File: src/rtl/bridge_request_arbiter_if.sv
// Bundles the requester-side and driver-side signals of the bridge request arbiter.
// The master modport is the arbiter itself (it masters the driver channel);
// the slave modport is the surrounding requesters plus bridge driver.
interface bridge_request_arbiter_if #(
  parameter int NUM_REQ = 4,
  parameter int IDX_W   = $clog2(NUM_REQ)
);
  logic [NUM_REQ-1:0]          req_valid;
  logic [NUM_REQ-1:0][15:0]    req_word;
  logic [NUM_REQ-1:0][127:0]   req_param;
  logic [NUM_REQ-1:0]          req_grant;
  logic [NUM_REQ-1:0]          req_done;
  logic [15:0]                 req_progress;
  logic [15:0]                 req_result;
  logic [127:0]                req_response;
  logic                        drv_valid;
  logic [15:0]                 drv_word;
  logic [127:0]                drv_param;
  logic [15:0]                 drv_progress;
  logic                        drv_done;
  logic [15:0]                 drv_result;
  logic [127:0]                drv_response;
  logic                        busy;
  logic [IDX_W-1:0]            grant_id;

  modport master (
    input  req_valid, req_word, req_param,
           drv_progress, drv_done, drv_result, drv_response,
    output req_grant, req_done, req_progress, req_result, req_response,
           drv_valid, drv_word, drv_param, busy, grant_id
  );

  modport slave (
    output req_valid, req_word, req_param,
           drv_progress, drv_done, drv_result, drv_response,
    input  req_grant, req_done, req_progress, req_result, req_response,
           drv_valid, drv_word, drv_param, busy, grant_id
  );
endinterface

File: src/rtl/bridge_request_arbiter.sv
// Round-robin arbiter sharing one bridge-driver command channel among NUM_REQ requesters.
// Latency: req_valid seen in IDLE at cycle T gives drv_valid at T+1; req_done the cycle after drv_done.
// Backpressure: level requests wait in IDLE while a command is in flight; no buffering.
module bridge_request_arbiter #(
  parameter int NUM_REQ = 4,
  parameter int IDX_W   = $clog2(NUM_REQ)
) (
  input  logic                     clk,
  input  logic                     reset,
  bridge_request_arbiter_if.master bus
);

  typedef enum logic [1:0] {IDLE, ISSUE, WAIT, RELEASE} state_t;

  localparam logic [NUM_REQ-1:0] ONE_HOT0 = NUM_REQ'(1);

  state_t           state;
  state_t           state_nxt;
  logic [IDX_W-1:0] rr_ptr;
  logic [IDX_W-1:0] sel_idx;
  logic [IDX_W-1:0] cand;
  logic             sel_found;
  logic [IDX_W-1:0] rr_nxt;

  // Pick the first requesting index at or after rr_ptr, wrapping modulo NUM_REQ.
  always_comb begin
    sel_found = 1'b0;
    sel_idx   = '0;
    cand      = '0;
    for (int k = 0; k < NUM_REQ; k++) begin
      cand = IDX_W'((int'(rr_ptr) + k) % NUM_REQ);
      if (!sel_found && bus.req_valid[cand]) begin
        sel_found = 1'b1;
        sel_idx   = cand;
      end
    end
  end

  // Pointer moves to the requester just after the one that finished.
  always_comb begin
    rr_nxt = (grant_id_is_last()) ? '0 : bus.grant_id + 1'b1;
  end

  function automatic logic grant_id_is_last();
    return bus.grant_id == IDX_W'(NUM_REQ - 1);
  endfunction

  // State register.
  always_ff @(posedge clk) begin
    if (reset) state <= IDLE;
    else       state <= state_nxt;
  end

  // Next-state logic; drv_valid is a single-cycle pulse confined to ISSUE.
  always_comb begin
    state_nxt     = state;
    bus.drv_valid = 1'b0;
    bus.busy      = (state != IDLE);
    case (state)
      IDLE:    if (sel_found) state_nxt = ISSUE;
      ISSUE: begin
        bus.drv_valid = 1'b1;
        state_nxt     = WAIT;
      end
      WAIT:    if (bus.drv_done) state_nxt = RELEASE;
      RELEASE: state_nxt = IDLE;
      default: state_nxt = IDLE;
    endcase
  end

  // Datapath: latch the winner's command, track progress, capture the completion.
  always_ff @(posedge clk) begin
    if (reset) begin
      rr_ptr           <= '0;
      bus.grant_id     <= '0;
      bus.req_grant    <= '0;
      bus.req_done     <= '0;
      bus.req_progress <= '0;
      bus.req_result   <= '0;
      bus.req_response <= '0;
      bus.drv_word     <= '0;
      bus.drv_param    <= '0;
    end else begin
      bus.req_done <= '0;
      case (state)
        IDLE: begin
          if (sel_found) begin
            bus.grant_id  <= sel_idx;
            bus.req_grant <= ONE_HOT0 << sel_idx;
            bus.drv_word  <= bus.req_word[sel_idx];
            bus.drv_param <= bus.req_param[sel_idx];
          end
        end
        WAIT: begin
          bus.req_progress <= bus.drv_progress;
          if (bus.drv_done) begin
            bus.req_result   <= bus.drv_result;
            bus.req_response <= bus.drv_response;
            bus.req_done     <= ONE_HOT0 << bus.grant_id;
          end
        end
        RELEASE: begin
          bus.req_grant <= '0;
          rr_ptr        <= rr_nxt;
        end
        default: ;
      endcase
    end
  end

endmodule

File: src/flat_wrapper.sv
// flat-port wrapper written by rule: the top's interface ports become plain ports
module bridge_request_arbiter_flat 
#(
  parameter int NUM_REQ = 4,
  parameter int IDX_W   = $clog2(NUM_REQ)
)
  (clk, reset, bus_req_valid, bus_req_word, bus_req_param, bus_drv_progress, bus_drv_done, bus_drv_result, bus_drv_response, bus_req_grant, bus_req_done, bus_req_progress, bus_req_result, bus_req_response, bus_drv_valid, bus_drv_word, bus_drv_param, bus_busy, bus_grant_id);
  bridge_request_arbiter_if #(.NUM_REQ(NUM_REQ), .IDX_W(IDX_W)) bus_i ();
  input  logic clk;
  input  logic reset;
  input wire logic [$bits(bus_i.req_valid)-1:0] bus_req_valid;
  input wire logic [$bits(bus_i.req_word)-1:0] bus_req_word;
  input wire logic [$bits(bus_i.req_param)-1:0] bus_req_param;
  input wire logic [$bits(bus_i.drv_progress)-1:0] bus_drv_progress;
  input wire logic [$bits(bus_i.drv_done)-1:0] bus_drv_done;
  input wire logic [$bits(bus_i.drv_result)-1:0] bus_drv_result;
  input wire logic [$bits(bus_i.drv_response)-1:0] bus_drv_response;
  output wire logic [$bits(bus_i.req_grant)-1:0] bus_req_grant;
  output wire logic [$bits(bus_i.req_done)-1:0] bus_req_done;
  output wire logic [$bits(bus_i.req_progress)-1:0] bus_req_progress;
  output wire logic [$bits(bus_i.req_result)-1:0] bus_req_result;
  output wire logic [$bits(bus_i.req_response)-1:0] bus_req_response;
  output wire logic [$bits(bus_i.drv_valid)-1:0] bus_drv_valid;
  output wire logic [$bits(bus_i.drv_word)-1:0] bus_drv_word;
  output wire logic [$bits(bus_i.drv_param)-1:0] bus_drv_param;
  output wire logic [$bits(bus_i.busy)-1:0] bus_busy;
  output wire logic [$bits(bus_i.grant_id)-1:0] bus_grant_id;
  assign bus_i.req_valid = bus_req_valid;
  assign bus_i.req_word = bus_req_word;
  assign bus_i.req_param = bus_req_param;
  assign bus_i.drv_progress = bus_drv_progress;
  assign bus_i.drv_done = bus_drv_done;
  assign bus_i.drv_result = bus_drv_result;
  assign bus_i.drv_response = bus_drv_response;
  assign bus_req_grant = bus_i.req_grant;
  assign bus_req_done = bus_i.req_done;
  assign bus_req_progress = bus_i.req_progress;
  assign bus_req_result = bus_i.req_result;
  assign bus_req_response = bus_i.req_response;
  assign bus_drv_valid = bus_i.drv_valid;
  assign bus_drv_word = bus_i.drv_word;
  assign bus_drv_param = bus_i.drv_param;
  assign bus_busy = bus_i.busy;
  assign bus_grant_id = bus_i.grant_id;
  bridge_request_arbiter #(.NUM_REQ(NUM_REQ), .IDX_W(IDX_W)) u_core (.clk(clk), .reset(reset), .bus(bus_i));
endmodule
File: config.mk
export PLATFORM = sky130hd
export DESIGN_NAME = bridge_request_arbiter_flat
export DESIGN_NICKNAME = d
export VERILOG_FILES = /design/src/rtl/bridge_request_arbiter_if.sv /design/src/rtl/bridge_request_arbiter.sv /design/src/flat_wrapper.sv
export SDC_FILE = /design/constraint.sdc
export NUM_CORES = 1
export LEC_CHECK = 0
export BUFFER_PORTS_ARGS = -buffer_cell sky130_fd_sc_hd__buf_2
export CAP_MARGIN = 30
export CORE_AREA = 2 2 412 414
export DETAILED_ROUTE_END_ITERATION = 10
export DIE_AREA = 0 0 414 416
export SLEW_MARGIN = 20
export SYNTH_ARGS = -nofsm -noshare
export SYNTH_HDL_FRONTEND = slang
export SYNTH_SLANG_ARGS = --single-unit
File: constraint.sdc
create_clock -name clk -period 2.07 [get_ports clk]
set_clock_uncertainty 0.15 [all_clocks]
set_input_delay 0 -clock clk [delete_from_list [all_inputs] [get_ports clk]]
set_output_delay 0 -clock clk [all_outputs]
set_load 0.02 [all_outputs]
==> Yosys cells after proc, flatten, opt, wreduce, memory -nomap -nowiden <==
Index checks and enable logic that the tools add are counted.
{ "op_classes": {"n_shift": 2, "order_cmp": 5, "n_bitwise": 2, "reduce_logical": 14, "n_mux": 27, "eq_ne": 6, "addsub": 4} }
{ "op_table": {"columns": ["op", "n"], "rows": [
  ["$bmux W128 S2", 1],
  ["$mux W128", 1],
  ["$bmux W16 S2", 1],
  ["$mux W16", 1],
  ["$lt A2 B3 Y1 const B", 5],
  ["$mux W2", 7],
  ["$mux W1", 9],
  ["$bmux W1 S2", 4],
  ["$pmux W2 S4", 1],
  ["$pmux W4 S2", 1],
  ["$reduce_and A2 Y1", 4],
  ["$shl A1 B2 Y4 const A", 2],
  ["$eq A2 B2 Y1 const B", 3],
  ["$add A2 B1 Y2 const B", 2],
  ["$add A2 B2 Y2 const B", 2],
  ["$mux W4", 1],
  ["$reduce_bool A2 Y1", 2],
  ["$logic_and A1 B1 Y1", 3],
  ["$logic_not A1 Y1", 3],
  ["$reduce_or A3 Y1", 1],
  ["$eq A2 B1 Y1 const B", 1],
  ["$logic_not A2 Y1", 1],
  ["$ne A2 B1 Y1 const B", 1],
  ["$ne A2 B2 Y1 const B", 1],
  ["$not A1 Y1", 2]
]} }
{ "totals": {"out_inout_bits": 316, "ff_bits": 318, "inputBits": 743} }

==> Depth between registers and ports, before layout <==
{ "logic_depth": {"word_depth": 15, "mapped_depth": 8, "mapped_depth_nobuf": 6} }

==> Worst setup path after synthesis <==
No wires, ideal clock.
{ "synth_path": {"kind": "register -> register", "startpoint": "reg u_core.state[0]", "endpoint": "reg u_core.bus.grant_id[0] (netlist name)", "stages_incl_launch_ff": 9, "setup_time_ns": 0.070, "t_arrival_ns": 1.696, "synth_period_minus_slack_ns": 1.916, "path_slack_ns": 0.154, "cell_sequence": "dfxtp_1 -> inv_1 -> ha_1 -> inv_1 -> nor2_1 -> clkbuf_1 -> clkbuf_1 -> o2111ai_1 -> a21oi_1"} }
{ "synth_between": {"elab_chain_len": 2} }
{ "synth_lines": {"columns": ["element", "line_no", "source"], "rows": [
  ["from (decl)", "bridge_request_arbiter.sv:17", "state_t state;"],
  ["from (signal assigned)", "bridge_request_arbiter.sv:51", "else state <= state_nxt;"],
  ["$logic_not A2 Y1", "bridge_request_arbiter.sv:85", "case (state)"],
  ["$reduce_and A2 Y1 (no source line)", null, null],
  ["to (signal assigned)", "bridge_request_arbiter.sv:88", "bus.grant_id <= sel_idx;"],
  ["to (decl)", "bridge_request_arbiter_if.sv:30", "drv_valid, drv_word, drv_param, busy, grant_id"]
]} }
No other way between the ends.
A chain may end at the register's enable or synchronous reset.

==> Worst setup path in the final report <==
{ "layout_path": {"startpoint": "reg u_core.rr_ptr[1]", "endpoint": "reg u_core.bus.drv_param[44] (netlist name)"} }
{ "layout_between": {"elab_chain_len": 14} }
{ "layout_lines": {"columns": ["element", "line_no", "source"], "rows": [
  ["from (decl)", "bridge_request_arbiter.sv:19", "logic [IDX_W-1:0] rr_ptr;"],
  ["from (signal assigned)", "bridge_request_arbiter.sv:104", "rr_ptr <= rr_nxt;"],
  ["branches (longest 14 deep; another with $add A2 B1 Y2)", null, null],
  ["to (signal assigned)", "bridge_request_arbiter.sv:91", "bus.drv_param <= bus.req_param[sel_idx];"],
  ["to (decl)", "bridge_request_arbiter_if.sv:30", null]
]} }
Parallel ways; which one is timed is not known. The select of a mux whose other input is x is not followed.

==> results.ini <==
[run_status]
status = finished, final reports clean

[setup_path]
cp_cell_sequence = a21o_4, buf_16, a211oi_1, a211oi_1, a211oi_2
end_kind = flip-flop
max_stage_delay_ns = 0.65
reg2reg_slack_ns = 0.03
path_common_cell = a211oi_1
cp.arrival_ns = 2.43
ff2ff_path_depth = 5
crit_fanout = 46
criticalPathCategory = reg -> reg
slowest_stage = a211oi_1
timing.rr.start = u_core.rr_ptr[1]
start_kind = flip-flop
reg2reg_to = u_core.bus.drv_param[44]
worstPathRequired_ns = 2.47

[timing]
setup_viol = 0
maxSlewViolCount = 0
finalCritPeriodShare_pct = 98.3
final-hold-violation-count = 0
rsz0062_at_grt = no
worst_pin_slew_ns = 0.782
hold_ws_ns = 0.0525
maxSlewHeadroom_pct = 47.9
setup_ws_ns = 0.0345
final.min_clock_period_ns = 2.04
fmax_mhz = 491

[global_route]
grt_pass1_vias = 26800
grt_max_degree = 93
grt.overflow.total = 0
grt_pass1_wl_um = 210000
grt_usage_pct = 17.0
antenna_found_initial = 94

[synthesis]
yosys.area.top_type = dfxtp_1
synthTopCellsByArea = dfxtp_1 38%, a211oi_1 17%, nand2_1 9.8%, a32oi_1 7.5%, and3_1 5.4%
ys.warnings.count = 0
syn_avg_cell_area_um2 = 7.88
async_reset_ff_share_pct = 0
synth_cell_types = 39
synth_edf_count = 0
ys_seq_area_share_pct = 38.0
syn_area_um2 = 16800
ys_ff_latch = 318
yosys.area.top_type_share_pct = 38.0
ys.flop_type = dfxtp_1
synthCells = 2128
syn_nets = 2876

[route]
routed_via_density = 4.25
dr_total_vias = 26900
drc = 0
first_pass_iters = 6
avgRoutedWirePerCell_um = 24.9
routed_wl_um = 158000
first_iter_violations = 2391
ant_nets = 0

[power_and_ir_drop]
power_leakage_nw = 15.6
power_density_nw_per_um2 = 927
vdd_drop_max_mv = 0.675

[finish]
fillers = 18500
seq_area_um2 = 6370
multiInputGateArea_um2 = 9450
nets = 4765
area.growth.synth_to_final_pct = 116
fin_util_pct = 21.6
fin_area_um2 = 36300
drive_gt1_share_pct = 35.1

[worst_hold_path]
worstHoldEndpoint = u_core.bus.drv_param[62]
hold_depth = 6
hp-class = in -> reg
hp-start = bus_req_param[190]

[floorplanning]
die_area_um2 = 172000
die_h_um = 416
rows = 151
core_um2 = 168000
fp.dieW_um = 414
ios = 1059
initial_core_util_pct = 9.97

[cts]
cts_buffers = 43
cts_tree = done
h-tree-depth = 2
clock_path_buffers = 3
cts_sinks = 318
worstSkewPairLatency_ns = 0.60
clk_pin_slew_ns = 0.06
cts_root_buffer = clkbuf_16

[placement]
post_dp_cell_area_um2 = 25900
post-place-ws_ns = -0.188
io_buffers = 1058
dp_hpwl_um = 120000
globalplace.congestion = 0.936

[run]
drv_cap = 0

==> layout make-up <==
| cell class | count | area share [%] |
|---|---|---|
| Timing Repair Buffer | 2108 | 44.4 |
| Tap cell | 2218 | 7.65 |
| Clock buffer | 59 | 3.30 |
| Clock inverter | 18 | 0.517 |
| Multi-Input combinational cell | 1541 | 26.1 |
| Antenna cell | 60 | 0.414 |
| Inverter | 5 | 0.0655 |
| Sequential cell | 318 | 17.6 |
==> worst max-delay path, delay by kind of cell (launching register included) <==
kind | cells | cell delay, ns
buffers and inverters | 1 | 0.19
AOI/OAI and AO/OA | 4 | 1.22
DFF | 1 | 0.37
==> what timing repair did <==
action / CTS / global route
buffers inserted: 0 / 5
resized for setup: 15 / 27
cloned: 1 / 4
setup endpoints to repair: 23 / 161
pin swaps: 1 / 7
hold buffers: 838 / 1
hold endpoints to repair: 317 / 1
==> synth_stat cells (2+ instances only) <==
master / n
a211oi_1: 383
a211oi_2: 50
a21oi_1: 153
a32oi_1: 144
and3_1: 144
buf_1: 12
buf_2: 57
buf_4: 5
buf_6: 10
clkbuf_1: 180
dfxtp_1: 318
ha_1: 5
inv_1: 5
mux2i_1: 19
nand2_1: 437
nor2_1: 169
nor2b_1: 5
nor3_1: 2
nor4_1: 2
nor4b_1: 2
o211ai_1: 2
o21a_1: 2
o21ai_0: 5
or3_1: 2
==> worst max-delay path by stage <==
stage	startpoint	endpoint	slack (ns)	cells after the start
global route	u_core.rr_ptr[1]	u_core.bus.drv_param[66]	0.0003	7
floorplan	u_core.state[0]	u_core.bus.grant_id[0]	0.15	8
global placement	u_core.rr_ptr[1]	u_core.bus.drv_param[66]	-0.12	7
CTS	u_core.rr_ptr[1]	u_core.bus.drv_word[3]	0.02	6
finish	u_core.rr_ptr[1]	u_core.bus.drv_param[44]	0.03	5
detailed placement	u_core.rr_ptr[1]	u_core.bus.drv_param[66]	-0.19	7
==> per-layer routing <==
metal,track usage [%],share of wire (%)
met1,20.6,40
met2,27.9,47
met3,4.79,8.6
met4,7.92,4.9
met5,0,0.10
==> metrics by stage <==
stage          std cells  TNS, ns  total power, mW
2_1_floorplan       2128        0             16.4
3_3_place_gp        5341   -0.809             23.8
3_5_place_dp        5341    -1.22             23.8
4_1_cts             6257        0             33.1
5_1_grt             6309        0             35.2
6_report            6327        0             33.6
==> flip-flops by register name, summed over array words and instances (netlist names) <==
register	count
u_core.bus.grant_id	2
u_core.bus.drv_word	16
u_core.bus.req_response	128
u_core.bus.req_result	16
u_core.state	2
u_core.bus.req_done	4
u_core.rr_ptr	2
u_core.bus.req_progress	16
u_core.bus.req_grant	4
u_core.bus.drv_param	128
==> power by group <==
part / switching (mW) / internal (mW)
Clock: 3.45 / 4.23
Combinational: 10.4 / 6.52
Sequential: 1.25 / 7.80
==> placed cells by master (no fill, tap or decap), drive strengths merged, types with 19 or more instances in the layout <==
master / instances
a211oi: 433
a21oi: 153
a32oi: 144
and3: 144
buf: 1264
clkbuf: 63
dfxtp: 318
diode: 60
dlygate4sd3: 839
mux2i: 19
nand2: 437
nor2: 169
==> kinds of logic after synthesis <==
group                    share of synthesized area, %
AO/OA/AOI/OAI                                    33.7
adder cells (fa/ha/maj)                         0.373
buffers and inverters                            7.01
flip-flops                                       38.0
multiplexers                                     1.13
AND/OR/NAND/NOR                                  19.8
Power figures use the tool's default switching activity.
